$ cat src/rtl/hack_cpu_pkg.sv
// rtl/hack_cpu_pkg.sv - shared FSM state encoding and Hack C-instruction field positions
package hack_cpu_pkg;

   typedef enum logic [2:0] {
      BOOT,
      FETCH,
      DECODE,
      MEM_RD,
      EXEC,
      MEM_WR,
      HALT
   } cpuState_e;

   localparam int A_SEL_BIT  = 12;
   localparam int COMP_LSB   = 6;
   localparam int DEST_A_BIT = 5;
   localparam int DEST_D_BIT = 4;
   localparam int DEST_M_BIT = 3;
   localparam int JMP_LT_BIT = 2;
   localparam int JMP_EQ_BIT = 1;
   localparam int JMP_GT_BIT = 0;

   localparam logic OPCODE_C = 1'b1;

   function automatic logic jumpTaken(input logic [2:0] jmp, input logic zr, input logic ng);
      return (jmp[JMP_LT_BIT] & ng) | (jmp[JMP_EQ_BIT] & zr) | (jmp[JMP_GT_BIT] & ~ng & ~zr);
   endfunction

endpackage

$ cat src/rtl/hack_cpu_mc_if.sv
// rtl/hack_cpu_mc_if.sv - instruction and data memory req/ack bus of the multi-cycle Hack CPU
interface hack_cpu_mc_if #(
   parameter int DATA_W = 16,
   parameter int ADDR_W = 15
);
   logic              imem_req;
   logic [ADDR_W-1:0] imem_addr;
   logic              imem_ack;
   logic [DATA_W-1:0] imem_rdata;
   logic              dmem_rd;
   logic              dmem_wr;
   logic [ADDR_W-1:0] dmem_addr;
   logic [DATA_W-1:0] dmem_wdata;
   logic              dmem_ack;
   logic [DATA_W-1:0] dmem_rdata;

   modport master (
      output imem_req, imem_addr,
      input  imem_ack, imem_rdata,
      output dmem_rd, dmem_wr, dmem_addr, dmem_wdata,
      input  dmem_ack, dmem_rdata
   );

   modport slave (
      input  imem_req, imem_addr,
      output imem_ack, imem_rdata,
      input  dmem_rd, dmem_wr, dmem_addr, dmem_wdata,
      output dmem_ack, dmem_rdata
   );
endinterface

$ cat src/rtl/hack_cpu_mc_alu.sv
// rtl/hack_cpu_mc_alu.sv - combinational Hack ALU (zx/nx/zy/ny/f/no) of generic width
module hack_alu_w #(
   parameter int DATA_W = 16
) (
   input  logic [DATA_W-1:0] x,
   input  logic [DATA_W-1:0] y,
   input  logic              zx,
   input  logic              nx,
   input  logic              zy,
   input  logic              ny,
   input  logic              f,
   input  logic              no,
   output logic [DATA_W-1:0] out,
   output logic              zr,
   output logic              ng
);
   logic [DATA_W-1:0] xz, xn, yz, yn, fOut;

   always_comb begin
      xz   = zx ? '0 : x;
      xn   = nx ? ~xz : xz;
      yz   = zy ? '0 : y;
      yn   = ny ? ~yz : yz;
      fOut = f ? (xn + yn) : (xn & yn);
      out  = no ? ~fOut : fOut;
   end

   assign zr = (out == '0);
   assign ng = out[DATA_W-1];
endmodule

$ cat src/rtl/hack_cpu_mc.sv
// rtl/hack_cpu_mc.sv - multi-cycle Hack CPU with req/ack memories; HACK_CPU_HALT_EN halts on a taken self-loop
module hack_cpu_mc #(
   parameter int DATA_W = 16,
   parameter int ADDR_W = 15
) (
   input  logic              clk,
   input  logic              reset,
   hack_cpu_mc_if.master     bus,
   output logic [ADDR_W-1:0] pc,
   output logic              halted
);
   import hack_cpu_pkg::*;

   cpuState_e state, stateNext;

   logic [DATA_W-1:0] aReg, dReg, ir, mReg;
   logic [DATA_W-1:0] aluOut;
   logic              aluZr, aluNg;
   logic [ADDR_W-1:0] pcPlus1;
   logic              isC, aSel, destA, destD, destM;
   logic [2:0]        jmp;
   logic              iAck, dAck, taken, haltHit;
   logic              loadIr, aInstr, loadM, latchWr, commit;

   assign isC   = (ir[DATA_W-1] == OPCODE_C);
   assign aSel  = ir[A_SEL_BIT];
   assign destA = ir[DEST_A_BIT];
   assign destD = ir[DEST_D_BIT];
   assign destM = ir[DEST_M_BIT];
   assign jmp   = ir[JMP_LT_BIT:JMP_GT_BIT];

   // acks only count while the matching request is actually outstanding
   assign iAck = bus.imem_ack & bus.imem_req;
   assign dAck = bus.dmem_ack & (bus.dmem_rd | bus.dmem_wr);

   assign pcPlus1 = pc + ADDR_W'(1);

   hack_alu_w #(.DATA_W(DATA_W)) alu (
      .x  (dReg),
      .y  (aSel ? mReg : aReg),
      .zx (ir[COMP_LSB+5]),
      .nx (ir[COMP_LSB+4]),
      .zy (ir[COMP_LSB+3]),
      .ny (ir[COMP_LSB+2]),
      .f  (ir[COMP_LSB+1]),
      .no (ir[COMP_LSB]),
      .out(aluOut),
      .zr (aluZr),
      .ng (aluNg)
   );

   // operands are untouched until commit, so the ALU result is still valid in MEM_WR
   assign taken = jumpTaken(jmp, aluZr, aluNg);

`ifdef HACK_CPU_HALT_EN
   assign haltHit = (jmp == 3'b111) && (aReg[ADDR_W-1:0] == pc);
   assign halted  = (state == HALT);
`else
   assign haltHit = 1'b0;
   assign halted  = 1'b0;
`endif

   always_ff @(posedge clk or posedge reset) begin
      if (reset) state <= BOOT;
      else       state <= stateNext;
   end

   always_comb begin
      stateNext = state;
      unique case (state)
         BOOT:    stateNext = FETCH;
         FETCH:   if (iAck) stateNext = DECODE;
         DECODE:  if (!isC)     stateNext = FETCH;
                  else if (aSel) stateNext = MEM_RD;
                  else           stateNext = EXEC;
         MEM_RD:  if (dAck) stateNext = EXEC;
         EXEC:    if (destM)        stateNext = MEM_WR;
                  else if (haltHit) stateNext = HALT;
                  else              stateNext = FETCH;
         MEM_WR:  if (dAck) stateNext = haltHit ? HALT : FETCH;
         HALT:    stateNext = HALT;
         default: stateNext = BOOT;
      endcase
   end

   always_comb begin
      loadIr  = (state == FETCH) && iAck;
      aInstr  = (state == DECODE) && !isC;
      loadM   = (state == MEM_RD) && dAck;
      latchWr = (state == EXEC) && destM;
      commit  = ((state == EXEC) && !destM) || ((state == MEM_WR) && dAck);
   end

   assign bus.imem_addr = pc;
   assign bus.dmem_addr = aReg[ADDR_W-1:0];

   always_ff @(posedge clk or posedge reset) begin
      if (reset) begin
         pc             <= '0;
         aReg           <= '0;
         dReg           <= '0;
         ir             <= '0;
         mReg           <= '0;
         bus.imem_req   <= 1'b0;
         bus.dmem_rd    <= 1'b0;
         bus.dmem_wr    <= 1'b0;
         bus.dmem_wdata <= '0;
      end else begin
         bus.imem_req <= (stateNext == FETCH);
         bus.dmem_rd  <= (stateNext == MEM_RD);
         bus.dmem_wr  <= (stateNext == MEM_WR);
         if (loadIr)  ir             <= bus.imem_rdata;
         if (loadM)   mReg           <= bus.dmem_rdata;
         if (latchWr) bus.dmem_wdata <= aluOut;
         if (aInstr) begin
            aReg <= {1'b0, ir[DATA_W-2:0]};
            pc   <= pcPlus1;
         end
         // jump target reads the pre-commit A thanks to non-blocking update
         if (commit) begin
            if (destA) aReg <= aluOut;
            if (destD) dReg <= aluOut;
            pc <= taken ? aReg[ADDR_W-1:0] : pcPlus1;
         end
      end
   end
endmodule

$ cat src/flat_wrapper.sv
// flat-port wrapper written by rule: the top's interface ports become plain ports
module hack_cpu_mc_flat import hack_cpu_pkg::*;
#(
   parameter int DATA_W = 16,
   parameter int ADDR_W = 15
)
  (clk, reset, pc, halted, bus_imem_req, bus_imem_addr, bus_imem_ack, bus_imem_rdata, bus_dmem_rd, bus_dmem_wr, bus_dmem_addr, bus_dmem_wdata, bus_dmem_ack, bus_dmem_rdata);
  hack_cpu_mc_if #(.DATA_W(DATA_W), .ADDR_W(ADDR_W)) bus_i ();
  input  logic clk;
  input  logic reset;
  output logic [ADDR_W-1:0] pc;
  output logic halted;
  output wire logic [$bits(bus_i.imem_req)-1:0] bus_imem_req;
  output wire logic [$bits(bus_i.imem_addr)-1:0] bus_imem_addr;
  input wire logic [$bits(bus_i.imem_ack)-1:0] bus_imem_ack;
  input wire logic [$bits(bus_i.imem_rdata)-1:0] bus_imem_rdata;
  output wire logic [$bits(bus_i.dmem_rd)-1:0] bus_dmem_rd;
  output wire logic [$bits(bus_i.dmem_wr)-1:0] bus_dmem_wr;
  output wire logic [$bits(bus_i.dmem_addr)-1:0] bus_dmem_addr;
  output wire logic [$bits(bus_i.dmem_wdata)-1:0] bus_dmem_wdata;
  input wire logic [$bits(bus_i.dmem_ack)-1:0] bus_dmem_ack;
  input wire logic [$bits(bus_i.dmem_rdata)-1:0] bus_dmem_rdata;
  assign bus_imem_req = bus_i.imem_req;
  assign bus_imem_addr = bus_i.imem_addr;
  assign bus_i.imem_ack = bus_imem_ack;
  assign bus_i.imem_rdata = bus_imem_rdata;
  assign bus_dmem_rd = bus_i.dmem_rd;
  assign bus_dmem_wr = bus_i.dmem_wr;
  assign bus_dmem_addr = bus_i.dmem_addr;
  assign bus_dmem_wdata = bus_i.dmem_wdata;
  assign bus_i.dmem_ack = bus_dmem_ack;
  assign bus_i.dmem_rdata = bus_dmem_rdata;
  hack_cpu_mc #(.DATA_W(DATA_W), .ADDR_W(ADDR_W)) u_core (.clk(clk), .reset(reset), .bus(bus_i), .pc(pc), .halted(halted));
endmodule
$ cat config.mk
export PLATFORM = sky130hd
export DESIGN_NAME = hack_cpu_mc_flat
export DESIGN_NICKNAME = d
export VERILOG_FILES = /design/src/rtl/hack_cpu_pkg.sv /design/src/rtl/hack_cpu_mc_if.sv /design/src/rtl/hack_cpu_mc_alu.sv /design/src/rtl/hack_cpu_mc.sv /design/src/flat_wrapper.sv
export SDC_FILE = /design/constraint.sdc
export NUM_CORES = 1
export LEC_CHECK = 0
export ABC_AREA = 1
export CAP_MARGIN = 20
export CORE_ASPECT_RATIO = 1.5
export CORE_UTILIZATION = 45
export DETAILED_ROUTE_END_ITERATION = 10
export PLACE_DENSITY = 0.75
export SYNTH_ARGS = -nofsm -noshare
export SYNTH_HDL_FRONTEND = slang
export SYNTH_SLANG_ARGS = --single-unit
$ cat constraint.sdc
create_clock -name clk -period 4.7 [get_ports clk]
set_input_delay 0.47 -clock clk [delete_from_list [all_inputs] [get_ports clk]]
set_output_delay 0.47 -clock clk [all_outputs]
set_load 0.1 [all_outputs]
==> Word level (Yosys, flattened, before mapping) <==
Index checks and enable logic that the tools add are counted.
Widths: inputs -> output; s select.
{ "totals": {"out_inout_bits": 65, "word_cells": 69, "ff_bits": 101} }
{ "op_classes": {"bitwise": 15, "muxes": 20, "n_reduce_logical": 13, "n_addsub": 2, "n_eq_ne": 9} }
{ "op_table": {"columns": ["operator", "count"], "rows": [
  ["$mux 16", 10],
  ["$not 16->16", 3],
  ["$mux 15", 3],
  ["$pmux 3 s7", 1],
  ["$mux 3", 6],
  ["$add 16x16->16", 1],
  ["$and 16x16->16", 1],
  ["$logic_not 16->1", 1],
  ["$add 15x1->15 const B", 1],
  ["$eq 3x3->1 const B", 4],
  ["$eq 3x2->1 const B", 3],
  ["$and 1x1->1", 6],
  ["$eq 3x1->1 const B", 2],
  ["$logic_and 1x1->1", 6],
  ["$logic_not 3->1", 1],
  ["$or 1x1->1", 3],
  ["$logic_not 1->1", 2],
  ["$not 1->1", 2],
  ["$reduce_and 2->1", 1],
  ["$reduce_bool 2->1", 1],
  ["$logic_or 1x1->1", 1]
]} }

==> Longest topological paths before layout <==
Gate-level depths: netlist (run 1).
{ "logic_depth": {"ltp_word": 14, "depth_mapped": 28} }

==> Hierarchy <==
From an unflattened synthesis (run 1), not the netlist that was laid out.
{ "hier_totals": {"hier_cells": 1039, "hier_area_um2": 7151.9} }
{ "by_module_without_submodules": {"columns": ["module", "cells_each", "area_per_inst_um2", "n_inst"], "rows": [
  ["hack_cpu_mc", 620, 5062.4, 1],
  ["hack_alu_w", 419, 2089.5, 1]
]} }

==> Worst setup path after synthesis (run 1) <==
Ideal clock, no wire load.
{ "synth_timing": {"path_type": "reg-to-reg", "start": "reg u_core.ir[10]", "end": "reg u_core.pc[4], in the netlist u_core.bus.imem_addr[4]", "arrival_time_ns": 3.335, "required_ns": 4.580, "path_slack_ns": 1.245, "setup_time_ns": 0.120, "path_stages_with_launch": 22, "synth_period_minus_slack_ns": 3.455, "n_path_buf": 3, "path_cell_list": "dfrtp_1 clkbuf_1 clkbuf_1 xor2_1 inv_1 fa_1 nand2_2 nand2_1 o22ai_1 xor2_1 nand2_1 nor2_1 nand2_1 nor2_1 nand2_1 nor2_2 nand3_1 nand3_4 buf_4 nand3_1 nand3_1 nand2_1"} }
{ "synth_between": {"elab_chain_len": 11, "word_cells_on_any_way": 17, "cone_classes": "add/sub: 1; mux: 5; bitwise: 10; reduce/logical: 1"} }
{ "synth_rtl": {"columns": ["item", "line_no", "text"], "rows": [
  ["from (decl)", "hack_cpu_mc.sv:16", "logic [DATA_W-1:0] aReg, dReg, ir, mReg;"],
  ["from (signal assigned)", "hack_cpu_mc.sv:112", "if (loadIr) ir <= bus.imem_rdata;"],
  ["$mux 16 *", "hack_cpu_mc_alu.sv:21", "xn = nx ? ~xz : xz;"],
  ["$add 16x16->16 or $and 16x16->16 (tied branches)", "hack_cpu_mc_alu.sv:24", "fOut = f ? (xn + yn) : (xn & yn);"],
  ["$mux 16 *", "hack_cpu_mc_alu.sv:24", null],
  ["$not 16->16", "hack_cpu_mc_alu.sv:25", "out = no ? ~fOut : fOut;"],
  ["$mux 16 *", "hack_cpu_mc_alu.sv:25", null],
  ["$logic_not 16->1 or $not 1->1 (tied branches)", "hack_cpu_mc_alu.sv:28, hack_cpu_pkg.sv:26", null],
  ["$and 1x1->1 or $not 1->1 (tied branches)", "hack_cpu_pkg.sv:26", "return (jmp[JMP_LT_BIT] & ng) | (jmp[JMP_EQ_BIT] & zr) | (jmp[JMP_GT_BIT] & ~ng & ~zr);"],
  ["$or 1x1->1 or $and 1x1->1 (tied branches)", "hack_cpu_pkg.sv:26", null],
  ["$or 1x1->1 *", "hack_cpu_pkg.sv:26", null],
  ["$mux 15 *", "hack_cpu_mc.sv:123", "pc <= taken ? aReg[ADDR_W-1:0] : pcPlus1;"],
  ["$mux 15 *", "hack_cpu_mc.sv:120", "if (commit) begin"],
  ["to (signal assigned)", "hack_cpu_mc.sv:117", "pc <= pcPlus1;"],
  ["to (signal assigned)", "hack_cpu_mc.sv:123", null],
  ["to (decl)", "hack_cpu_mc.sv:9", "output logic [ADDR_W-1:0] pc,"]
]} }
Mark *: on every way between the ends. The rest lies on a longest branch, timed or not.
A chain may end at the register's enable or synchronous reset.

==> Worst setup path in the final report (run 1) <==
{ "layout_timing": {"start": "reg u_core.ir[12]", "end": "reg u_core.pc[2], in the netlist u_core.bus.imem_addr[2]"} }
{ "layout_between": {"elab_chain_len": 14, "word_cells_on_any_way": 20, "cone_classes": "add/sub: 1; mux: 7; bitwise: 11; reduce/logical: 1"} }
{ "layout_rtl": {"columns": ["item", "line_no", "text"], "rows": [
  ["$mux 16 *", "hack_cpu_mc.sv:40", ".y (aSel ? mReg : aReg),"],
  ["$mux 16 *", "hack_cpu_mc_alu.sv:22", "yz = zy ? '0 : y;"],
  ["$not 16->16", "hack_cpu_mc_alu.sv:23", "yn = ny ? ~yz : yz;"],
  ["$mux 16 *", "hack_cpu_mc_alu.sv:23", null],
  ["$add 16x16->16 or $and 16x16->16 (tied branches)", "hack_cpu_mc_alu.sv:24", null],
  ["$mux 16 *", "hack_cpu_mc_alu.sv:24", null],
  ["$not 16->16", "hack_cpu_mc_alu.sv:25", null],
  ["$mux 16 *", "hack_cpu_mc_alu.sv:25", null],
  ["$logic_not 16->1 or $not 1->1 (tied branches)", "hack_cpu_mc_alu.sv:28, hack_cpu_pkg.sv:26", null],
  ["$and 1x1->1 or $not 1->1 (tied branches)", "hack_cpu_pkg.sv:26", null],
  ["$or 1x1->1 or $and 1x1->1 (tied branches)", "hack_cpu_pkg.sv:26", null],
  ["$or 1x1->1 *", "hack_cpu_pkg.sv:26", null],
  ["$mux 15 *", "hack_cpu_mc.sv:123", null],
  ["$mux 15 *", "hack_cpu_mc.sv:120", null]
]} }
Marked as above.

==> impl_metrics.csv, run 1 <==
group,metric,value,unit
sta,slew_violations,0,
synthesis,ys_seq_elements,101,
cts,clk_path_buf_depth,2,
placed_design,gp_congestion,0.9464,
detailed_routing,vias,6565,
cts,cts_root_buf,"clkbuf_16",
run,drv_cap,0,
detailed_routing,routed_wl,19.68,mm
floorplan,die_width,103.3,um
sta,slew_headroom,31.61,%
critical_path,cpMaxStageDelayCell,"dfrtp_2",
detailed_routing,drtIter0Drc,491,
sta,grt_setup_unrepaired,"false",
synthesis,yosys.area_share.simple,31.50,%
sta,min_period_over_period,87.15,%
floorplan,die_area,15910,sq um
global_routing,grt_pass1_vias,6116,
floorplan,start_util,45.99,%
synthesis,synth.top_cell.area_share,36.46,%
global_routing,grt_overflow_total,0,
detailed_routing,ant_nets,0,
floorplan,coreArea,15070,sq um
synthesis,synth_compound_area_share,8.971,%
synthesis,synth_area,6932,sq um
detailed_routing,dr.pass1.iters,6,
placed_design,hpwl,15.01,mm
cells_and_area,diodes,0,
synthesis,yosys_warnings,0,
critical_path,end_kind,"flop",
critical_path,max_stage_delay,540,ps
sta,finalSetupTns,0,ps
critical_path,crit_family,"simple AND/OR/NAND/NOR gates",
sta,tightest_slew,1023,ps
cts,ctsHtreeMaxLevel,3,
floorplan,die_y,154.0,um
global_routing,antenna_found_initial,0,
cts,cts_tree,"built",
synthesis,synth_largest_area_cell,"dfrtp_1",
synthesis,synth_top_family_by_area,"simple AND/OR/NAND/NOR gates",
critical_path,cp.arrival,4330,ps
placed_design,port_buffers,99,
critical_path,crit_required,4930,ps
synthesis,ys_seq_area_share,36.46,%
detailed_routing,drc,0,
cells_and_area,drive_gt1_share,5.482,%
floorplan,ios,101,
sta,hold_viol,0,
synthesis,avgSynthCellArea,6.904,sq um
global_routing,grtUsageTotal,26.12,%
global_routing,grt_max_degree,65,
detailed_routing,routedWlPerCell,15.66,um
critical_path,worstPathMaxFanout,17,
cells_and_area,area_growth,16.97,%
synthesis,synth_mux_area_share,0.8123,%
synthesis,synthAdderAreaFrac,3.357,%
status,outcome,"finished clean",
critical_path,timing.critical_path.buf_inv,1,
critical_path,path_class,"flop to flop",
critical_path,cpMostUsedCell,"nand2_1",
cts,clock_sinks,101,
global_routing,grt_first_pass_wirelength,31.29,mm
critical_path,start_kind,"flop",
synthesis,synth_xor_xnor_area_share,5.939,%
synthesis,ys_top_cells_by_area,"dfrtp_1 36%, nand2_1 17%, nand3_1 7.4%",
cts,clk_latency,350,ps
cts,cts_buffers,9,
floorplan,rows,55,
cts,clkTransAtPathRegs,70,ps
detailed_routing,vias_per_cell,5.223,
sta,finClkSkew,10.34,ps
sta,period_minus_slack,4096,ps
synthesis,syn_inst,1004,
sta,maxClockFrequency,244.1,MHz
cts,postCtsSetupBuffers,0,
critical_path,path_cells,"clkinvlp_4 > o21ai_0 > xor2_1 > ha_1 > fa_1 > nand2_2 > nand2_1 > o22ai_1 > xor2_1 > nand2_1 > nor2_1 > nand2_1 > nor2_1 > nand2_1 > nor2_2 > nand2_1 > nand2_2 > nand3_4 > nand2_4 > nand2_1 > nand3_1 > nand2_1",
synthesis,syn-num-nets,1058,
synthesis,synth_cell_types,36,
worst_hold_path,hold_path.class,"flop to flop",
cells_and_area,finalNetCount,1108,
sta,setup-violations-final,0,
-- cell type report --
class	count	area (sq um)
clock buffers	10	229.0
repair buffers	109	1066
repair inverters	1	5.005
multi-input cells	705	3510
well taps	199	249.0
clock inverters	5	37.54
inverters	127	483.0
flip-flops and latches	101	2529
fillers	1445	6963
-- cells in the mapped netlist --
master    count
fa_1          1
conb_1        1
nor2_2        4
clkinv_1      1
and2_1        2
buf_2         4
dfrtp_1     101
buf_6         3
clkbuf_1     29
or2_2         4
nand2_2      10
a21oi_2       1
a31oi_1       3
buf_4        33
nor2_1       43
o221ai_1      1
nand2_1     322
a21oi_1      35
xor2_1       43
inv_2         2
or2_1         1
nand4_1      10
nor3_1        8
mux2_2        5
o211ai_1      1
o22ai_1       2
nand3_4       1
inv_1       124
o21ai_0      78
nand3_2       2
buf_1         2
ha_1         17
nand2_4       1
nand3b_1      2
xnor2_1       4
nand3_1     103
-- cell families (layout without fill, tap and decap cells) --
| group | Yosys count | count (layout) |
|---|---|---|
| compound gates | 121 | 121 |
| xor+xnor | 47 | 47 |
| fa+ha+maj | 18 | 18 |
| buf+inv | 198 | 252 |
| flops | 101 | 101 |
| mux | 5 | 5 |
| other cells | 1 | 1 |
| simple gates | 513 | 513 |
-- path summary, 6_finish.rpt --
kind,start,endpoint,slack [ps],cells past startpoint
hold reg to reg,u_core.bus.dmem_wdata[1],u_core.bus.dmem_wdata[1],480,2
hold / removal,u_core.bus.dmem_wdata[1],u_core.bus.dmem_wdata[1],480,2
setup reg to reg,u_core.ir[12],u_core.bus.imem_addr[2],600,22
max in group asynchronous,reset,u_core.ir[10],3060,3
min in group asynchronous,reset,u_core.bus.imem_addr[8],620,2
setup / recovery,u_core.ir[12],u_core.bus.imem_addr[2],600,22
-- state kept, by name, summed over array words and instances, names as in the netlist --
name,flops
u_core.bus.dmem_wr,1
u_core.bus.dmem_rd,1
u_core.state,3
u_core.dReg,16
u_core.bus.imem_req,1
u_core.mReg,16
u_core.ir,16
u_core.aReg,16
u_core.bus.dmem_wdata,16
u_core.bus.imem_addr,15
-- placed cells by master (no fill, tap or decap), types with 3 or more instances in the layout --
master	synthesis	routed
nand2_1	322	322
inv_1	124	122
nand3_1	103	103
dfrtp_1	101	100
clkdlybuf4s50_1	0	99
o21ai_0	78	78
nor2_1	43	43
xor2_1	43	43
a21oi_1	35	35
ha_1	17	17
nand2_2	10	10
nand4_1	10	10
buf_4	33	10
clkbuf_16	0	9
nor3_1	8	8
mux2_2	5	5
nor2_2	4	4
or2_2	4	4
xnor2_1	4	4
clkinvlp_4	0	3
a31oi_1	3	3
-- layer usage --
layer / routed length (um) / track usage, % / share of wire, %
met1: 7608 / 32.00 / 39
met2: 9782 / 42.98 / 50
met3: 1085 / 3.182 / 5.5
met4: 1203 / 16.10 / 6.1
met5: 0 / 0 / 0
-- stage by stage --
step                setup slack, ps  util, %  cell area, sq um  hold slack, ps  std cells
detailed placement            514.6    51.96              7831           458.4       1241
global placement              589.9    51.96              7831           454.0       1241
global route                  202.3    53.80              8108           497.4       1257
CTS                           481.8    53.73              8098           481.7       1256
floorplan                      1245        -              6932           442.2       1004
finish                        603.8    53.80              8108           479.8       1257
-- worst reg2reg max path, stage by stage, from the launching register on --
cell,delay [ps]
dfrtp_2,540
clkinvlp_4,280
o21ai_0,250
xor2_1,130
ha_1,280
fa_1,460
nand2_2,120
nand2_1,60
o22ai_1,150
xor2_1,370
nand2_1,90
nor2_1,120
nand2_1,60
nor2_1,100
nand2_1,80
nor2_2,120
nand2_1,80
nand2_2,80
nand3_4,170
nand2_4,220
nand2_1,90
nand3_1,80
nand2_1,70
-- repair_timing --
| item | in CTS | in global routing |
|---|---|---|
| hold buffers | 0 | 0 |
| resized for setup | 0 | 2 |
| setup endpoints to repair | 0 | 6 |
Power of run 1 is left out: the tool's default activity adds up to more than one toggle a clock period on the data nets, which glitch-free logic cannot reach.
==> run 2: changes to the inputs <==
Clock period 4.7 ns to 3.9 ns, I/O delays scaled along.
==> run 2 against run 1 <==
First-iteration DRC count is 27% higher. Worst setup slack got worse by 410 ps. Die area unchanged. Register-to-register slack got worse by 410 ps. Maximum frequency is 10% higher. Final cell count grew 1.8%. Core utilization up 2.1 points. Worst hold slack got worse by 3.1 ps. Critical path type unchanged. Highest routed layer unchanged.
==> impl_metrics.csv, run 2 (synthesis gave the netlist of run 1 again) <==
group,metric,value,unit
status,outcome,"finished clean",
detailed_routing,vias_per_cell,5.239,
global_routing,grt_first_pass_wirelength,31.17,mm
critical_path,rrSetupSlack,190,ps
sta,tightest_slew,988.4,ps
sta,min_period_over_period,95.09,%
cts,cts_buffers,9,
cts,clock_sinks,101,
cts,ctsHtreeMaxLevel,3,
cells_and_area,multi_input_area,3598,sq um
sta,setup-violations-final,0,
detailed_routing,drtIter0Drc,624,
placed_design,place_area,7936,sq um
critical_path,path_class,"flop to flop",
sta,slew_headroom,33.90,%
placed_design,hpwl,15.16,mm
global_routing,grt_max_degree,54,
critical_path,r2r_cells,22,
detailed_routing,drc,0,
floorplan,die_width,103.3,um
floorplan,die_area,15910,sq um
cells_and_area,area_growth,21.43,%
worst_hold_path,hold_path.class,"input port to asynchronous set/reset pin",
cells_and_area,nFillCells,1424,
critical_path,cpMaxStageDelayCell,"dfrtp_1",
detailed_routing,dr.pass1.iters,6,
critical_path,max_stage_delay,400,ps
cts,clkTransAtPathRegs,70,ps
cts,clk_latency,350,ps
global_routing,antenna_found_initial,0,
run,drv_cap,0,
detailed_routing,vias,6706,
cts,hold_buffers,0,
critical_path,path_cells,"clkinvlp_4 > buf_4 > o21ai_0 > xor2_1 > ha_1 > or2_1 > nand3_1 > nand2_2 > nand2_1 > nand3_1 > nand3_1 > nand3_1 > nand2_2 > nand2_1 > nor2_2 > nand2_1 > nand2_4 > nand3_4 > nand2_4 > nand2_1 > nand3_1 > nand2_1",
floorplan,coreArea,15070,sq um
cts,cts_root_buf,"clkbuf_16",
global_routing,grt_pass1_vias,6131,
detailed_routing,routed_wl,19.88,mm
floorplan,start_util,45.99,%
detailed_routing,routedWlPerCell,15.53,um
detailed_routing,ant_nets,0,
placed_design,port_buffers,99,
cells_and_area,final_common_cell,"nand2_1",
critical_path,cp-startpoint,"u_core.ir[12]",
cts,cts_tree,"built",
sta,finClkSkew,8.704,ps
sta,maxClockFrequency,269.6,MHz
detailed_routing,met3_length,1.129,mm
sta,period_minus_slack,3709,ps
floorplan,die_y,154.0,um
detailed_routing,top_layer,"met4",
critical_path,crit_required,4140,ps
cells_and_area,drive_gt1_share,8.233,%
cells_and_area,finalNetCount,1130,
detailed_routing,dr_wl_met2,10.22,mm
critical_path,end_kind,"flop",
cts,clk_path_buf_depth,2,
global_routing,grtUsageTotal,25.85,%
floorplan,rows,55,
critical_path,reg2reg_from,"u_core.ir[12]",
placed_design,gp_congestion,0.9527,
placed_design,placedCellCount,1255,
cells_and_area,finish.instance_area,8417,sq um
critical_path,cp.arrival,3950,ps
detailed_routing,route.layer.met1.wl,7.534,mm
critical_path,start_kind,"flop",
cells_and_area,diodes,0,
floorplan,ios,101,
critical_path,worstPathMaxFanout,7,
sta,hold_viol,0,
cells_and_area,stdcell_count,1280,
global_routing,grt_overflow_total,0,
cells_and_area,mostFrequentLayoutCells,"319 x nand2_1, 122 x inv_1, 101 x nand3_1",
cells_and_area,seqCellArea,2529,sq um
sta,slew_violations,0,
critical_path,r2r-end,"u_core.bus.imem_addr[5]",
run 2: repair_timing:
action	CTS	global route
endpoints found under the setup margin	0	15
buffers inserted	0	5
hold endpoints to repair	0	0
resized for setup	0	14
run 2: layer usage:
| metal | vias up | GRT usage, % |
|---|---|---|
| li1 | 3289 | - |
| met1 | 3095 | 30.93 |
| met2 | 261 | 44.35 |
| met3 | 61 | 3.227 |
| met4 | 0 | 13.68 |
| met5 | - | 0 |
run 2: worst max-delay path by stage:
stage / end / cells past startpoint
4_1_cts: u_core.bus.imem_addr[5] / 22
2_1_floorplan: u_core.bus.imem_addr[4] / 21
5_1_grt: u_core.bus.imem_addr[11] / 25
3_3_place_gp: u_core.bus.imem_addr[5] / 22
6_report: u_core.bus.imem_addr[5] / 22
3_5_place_dp: u_core.bus.imem_addr[1] / 22
run 2: cell type report:
cell class / count / share of cell area (%)
inverter: 127 / 5.738
clock buffer: 9 / 2.676
timing repair buffer: 129 / 14.69
multi-input combinational: 708 / 42.75
tap: 199 / 2.958
clock inverter: 7 / 1.145
sequential: 101 / 30.04
run 2: critical path: cells and delay by family (launching register included):
family,cells,cell delay (ps)
AO/OA/AOI/OAI,1,240
XOR/XNOR,1,230
adder cells (fa/ha/maj),1,350
buffers and inverters,2,350
flip-flops,1,400
AND/OR/NAND/NOR,17,2010
run 2: stage by stage:
step / setup TNS [ps] / hold slack (ps) / worst slack (ps) / utilization (%)
finish: 0 / 476.8 / 191.4 / 55.85
global route: -317.0 / 501.3 / -49.55 / 55.85
CTS: 0 / 483.3 / 163.0 / 54.79
detailed placement: 0 / 460.9 / 183.7 / 52.66
global placement: 0 / 455.4 / 263.1 / 52.66
floorplan: 0 / 442.2 / 444.9 / -
Power of run 2 is left out for the same reason.
